<file path="config.mk">
export PLATFORM = sky130hd
export DESIGN_NAME = if_id_stage
export DESIGN_NICKNAME = d
export VERILOG_FILES = /design/src/rtl/mips_pkg.sv /design/src/rtl/load_use_detect.sv /design/src/rtl/if_id_stage.sv
export SDC_FILE = /design/constraint.sdc
export NUM_CORES = 1
export LEC_CHECK = 0
export ABC_AREA = 1
export CAP_MARGIN = 10
export CORE_ASPECT_RATIO = 1.5
export CORE_MARGIN = 10
export CORE_UTILIZATION = 45
export DETAILED_ROUTE_END_ITERATION = 12
export DONT_BUFFER_PORTS = 1
export HOLD_SLACK_MARGIN = 0.08
export PLACE_DENSITY = 0.7
export SLEW_MARGIN = 15
export SYNTH_ARGS = -nofsm -noshare
export SYNTH_HDL_FRONTEND = slang
export SYNTH_SLANG_ARGS = --single-unit
</file>
<file path="constraint.sdc">
create_clock -name clk -period 6.4 [get_ports clk]
set_input_delay 1.92 -clock clk [delete_from_list [all_inputs] [get_ports clk]]
set_output_delay 1.92 -clock clk [all_outputs]
set_load 0.01 [all_outputs]
</file>
<file path="src/rtl/mips_pkg.sv">
// rtl/mips_pkg.sv - shared constants for the MIPS front end
// Instruction field positions, register address width and fetch step.
package mips_pkg;

  localparam logic [31:0] NOP_INSTR  = 32'h0000_0000;
  localparam int          RS_MSB     = 25;
  localparam int          RS_LSB     = 21;
  localparam int          RT_MSB     = 20;
  localparam int          RT_LSB     = 16;
  localparam int          REG_ADDR_W = 5;
  localparam logic [31:0] PC_STEP    = 32'd4;

endpackage

</file>
<file path="src/rtl/load_use_detect.sv">
// rtl/load_use_detect.sv - combinational load-use hazard detector
// Flags an ID instruction whose Rs or Rt is the destination of a load in EX.
module load_use_detect
  import mips_pkg::*;
(
  input  logic                  valid_id,
  input  logic [31:0]           instr_id,
  input  logic                  ex_mem_read,
  input  logic [REG_ADDR_W-1:0] ex_rt,
  output logic                  lu
);

  logic [REG_ADDR_W-1:0] rs_id;
  logic [REG_ADDR_W-1:0] rt_id;
  logic                  unused_fields;

  assign rs_id = instr_id[RS_MSB:RS_LSB];
  assign rt_id = instr_id[RT_MSB:RT_LSB];
  assign unused_fields = ^{instr_id[31:26], instr_id[15:0]};

  // $zero is never a real dependency, so a load into r0 never stalls
  assign lu = valid_id & ex_mem_read & (ex_rt != '0) &
              ((ex_rt == rs_id) | (ex_rt == rt_id));

endmodule

</file>
<file path="src/rtl/if_id_stage.sv">
// rtl/if_id_stage.sv - PC, IF/ID register, redirects and load-use stall
// Priority: reset > EX branch > load-use stall > ID jump > sequential fetch.
module if_id_stage
  import mips_pkg::*;
#(
  parameter logic [31:0] RESET_PC = 32'h0000_0000
) (
  input  logic                  clk,
  input  logic                  rst,
  input  logic [31:0]           instr_if,
  output logic [31:0]           pc,
  input  logic                  jump_id,
  input  logic [31:0]           jump_target_id,
  input  logic                  branch_taken_ex,
  input  logic [31:0]           branch_target_ex,
  input  logic                  ex_mem_read,
  input  logic [REG_ADDR_W-1:0] ex_rt,
  output logic [31:0]           instr_id,
  output logic [31:0]           pc4_id,
  output logic                  valid_id,
  output logic                  bubble,
  output logic [15:0]           stall_count
);

  logic [31:0] pc_q, pc_d;
  logic [31:0] instr_q, instr_d;
  logic [31:0] pc4_q, pc4_d;
  logic        valid_q, valid_d;
  logic [15:0] cnt_q, cnt_d;
  logic [31:0] pc_plus4;
  logic        lu;

  load_use_detect u_lu (
    .valid_id    (valid_q),
    .instr_id    (instr_q),
    .ex_mem_read (ex_mem_read),
    .ex_rt       (ex_rt),
    .lu          (lu)
  );

  assign pc_plus4 = pc_q + PC_STEP;

  always_comb begin
    pc_d    = pc_q;
    instr_d = instr_q;
    pc4_d   = pc4_q;
    valid_d = valid_q;
    cnt_d   = cnt_q;
    if (branch_taken_ex) begin
      // the branch's younger instructions (in ID and in fetch) are squashed
      pc_d    = branch_target_ex;
      instr_d = NOP_INSTR;
      pc4_d   = '0;
      valid_d = 1'b0;
    end else if (lu) begin
      cnt_d = (cnt_q == 16'hFFFF) ? cnt_q : cnt_q + 16'd1;
    end else if (jump_id && valid_q) begin
      pc_d    = jump_target_id;
      instr_d = NOP_INSTR;
      pc4_d   = '0;
      valid_d = 1'b0;
    end else begin
      pc_d    = pc_plus4;
      instr_d = instr_if;
      pc4_d   = pc_plus4;
      valid_d = 1'b1;
    end
  end

  always_ff @(posedge clk) begin
    if (rst) begin
      pc_q    <= RESET_PC;
      instr_q <= NOP_INSTR;
      pc4_q   <= '0;
      valid_q <= 1'b0;
      cnt_q   <= '0;
    end else begin
      pc_q    <= pc_d;
      instr_q <= instr_d;
      pc4_q   <= pc4_d;
      valid_q <= valid_d;
      cnt_q   <= cnt_d;
    end
  end

  assign pc          = pc_q;
  assign instr_id    = instr_q;
  assign pc4_id      = pc4_q;
  assign valid_id    = valid_q;
  assign stall_count = cnt_q;
  assign bubble      = ~rst & (branch_taken_ex | lu | ~valid_q);

endmodule

</file>
==> flow_summary.yaml <==
status:
  status: "complete, no violations"
synth:
  synth_top_area_cell: "dfxtp_1"
  synth_cell_types: 32
  async_reset_ff_frac: 0
  synthTopCellsByCount: "358 x nand2_1, 118 x a21oi_1, 113 x dfxtp_1"
  synth-edff-count: 0
  netlist.area_leader.share: 0.375
  yosys_register_bits: 113
  postSynthAreaPerCell_um2: 6.33
  yosysWarnings: 0
  yosysSeqAreaShare: 0.375
  synthCells: 954
  syn_nets: 1062
  yosysMostFrequentCell: "nand2_1"
  synthFlopType: "dfxtp_1"
  synth_area_mm2: 0.00604
  synth_area_leaders: "dfxtp_1 37%, nand2_1 22%, a21oi_1 9.8%"
route:
  top_layer_used: "met4"
  drtPass1Iterations: 7
  avgRoutedWirePerCell_um: 18.6
  met2_length_mm: 10.5
  wl_mm: 20.6
  drt_iter0_markers: 462
  num_vias: 5962
  vias_per_cell: 5.39
  ant_nets: 0
  m1WireLength_mm: 7.46
  drc_errors: 0
  dr_wl_met3_mm: 2.09
clocking:
  hold_buffers: 0
  htree_num_levels: 4
  clockBufferDepth: 2
  worstSkewPairLatency_ns: 0.41
  cts_tree: "done"
  post-cts-setup-buffer-count: 0
  path_clk_slew_ns: 0.05
  numClockSinks: 113
  ctsResizeCount: 0
  clock-root-buffer: "clkbuf_16"
  cts_inserted_buffers: 17
hold_path:
  hold_depth: 2
  hp-start: "instr_id[8]"
  hp-class: "reg2reg"
  worstHoldEndpoint: "instr_id[8]"
setup_path:
  reg2reg_from: "valid_id"
  critPathLaunchType: "input pin"
  worstSetupEndpointType: "output port"
  critPathKind: "in2out"
  path_cells: "inv_2, nand2_1, nand2_1, nor2_1, nand3_2, nand2_2, nand2_2, nand2_1, inv_2, nand2_1, nand2_1, inv_1"
  required_ns: 4.48
  crit_slowest_cell: "nand2_2"
  r2r-end: "pc[4]"
  reg2regPathDepth: 8
  reg2reg_slack_ns: 4.05
  cp_slowest_stage_delay_ns: 0.38
  timing.critical_path.arrival_ns: 3.40
  path_max_fanout: 22
  critical_path.most_common_cell: "nand2_1"
timing:
  max_freq_mhz: 188
  hold_viol_final: 0
  fin_crit_sh: 0.831
  finalSetupTns_ns: 0
  maxSlewViolCount: 0
  worst_pin_slew_ns: 0.758
  relSlewSlack: 0.494
  skew_ns: 0.00992
  rsz0062_at_grt: "false"
  setup_viol: 0
  fin_crit_ns: 5.32
floorplan:
  start_util: 0.462
  fp.coreArea_mm2: 0.0131
  die_width_um: 115
  io_pins: 220
  rows: 51
  dieArea_mm2: 0.0185
  die_y_um: 162
power_and_ir_drop:
  finalPower_mw: 1.92
  ir_worst_vdd_mv: 0.127
  power_density_mw_per_mm2: 287
  leakage_nw: 2.79
global_routing:
  grt_pass1_vias: 5537
  grt_max_degree: 65
  grt_pass1_wl_mm: 31.0
  grt_overflow: 0
  antenna_found_initial: 0
  track_usage: 0.211
placed_design:
  hpwl_mm: 15.2
  routabilityCongestion: 0.881
  io_buffer_count: 0
job:
  cap_violations: 0
layout:
  diodes: 0
  drive_gt1_frac: 0.0612
  syn2layout_area_growth_pct: 10.8
  fin_nets: 1043
==> routing by layer <==
layer	track usage	vias to the layer above
met4	0.0686	0
met3	0.0756	34
met1	0.223	2662
li1	-	3028
met5	0	-
met2	0.375	238
==> metrics by stage <==
| step | area, um2 | util | setup WS (ns) | hold slack, ns | cells |
|---|---|---|---|---|---|
| after detailed placement | 6050 | 0.462 | 1.10 | 0.509 | 1075 |
| after floorplan | 6040 | - | 1.52 | 0.483 | 954 |
| after global routing | 6690 | 0.511 | 0.905 | 0.535 | 1107 |
| final | 6690 | 0.511 | 1.08 | 0.515 | 1107 |
| after global placement | 6050 | 0.462 | 1.16 | 0.505 | 1075 |
| after CTS | 6690 | 0.511 | 1.09 | 0.518 | 1107 |
==> registers in the layout, indices dropped and copies added, names as in the netlist <==
name	cells
instr_id	32
pc4_id	32
pc	32
stall_count	16
valid_id	1
==> critical path: cells and delay by family <==
kind	cells	cell delay, ns
buf+inv	3	0.32
simple gates	9	1.13
==> power by group <==
part	switching, mW	leakage [nW]	total [mW]	internal (mW)
clock	0.346	0.302	1.02	0.674
sequential	0.0503	0.923	0.782	0.731
combinational	0.0786	1.56	0.119	0.0408
total	0.475	2.79	1.92	1.45
==> final cells by class <==
class	count	area [um2]
fillers	1325	6390
multi-input cells	717	3230
flip-flops and latches	113	2260
clock buffers	20	457
inverters	78	293
well taps	159	199
clock inverters	12	183
repair buffers	8	60.1
==> cell families (layout without fill, tap and decap cells) <==
group,Yosys count,in the layout,synth area share
buf+inv,124,118,0.0904
compound gates,164,164,0.140
fa+ha+maj,2,2,0.00414
simple gates,536,536,0.369
flops,113,113,0.375
xor+xnor,15,15,0.0218
==> how the worst max path moves through the flow <==
stage	startpoint	to	slack, ns
after floorplan	ex_rt[4]	bubble	1.52
after global placement	ex_rt[4]	bubble	1.16
after detailed placement	ex_rt[4]	bubble	1.10
after CTS	ex_rt[4]	bubble	1.09
after global routing	ex_rt[4]	bubble	0.90
final	ex_rt[4]	bubble	1.08
==> cell usage in the layout, fill, tap and decap left out, drive strengths merged <==
cell	synthesis	layout
nor2	77	77
o21bai	3	3
nand3	64	64
ha	2	2
nand3b	2	2
a21oi	119	119
nor3	4	4
buf	21	8
bufinv	0	4
nand2	360	360
o21ai	40	40
xor2	7	7
inv	77	77
nand4	25	25
clkinv	1	6
a21o	1	1
and2	3	3
dfxtp	113	113
clkbuf	25	20
or2	1	1
a211oi	1	1
xnor2	8	8
clkinvlp	0	3
Power figures use the tool's default switching activity.
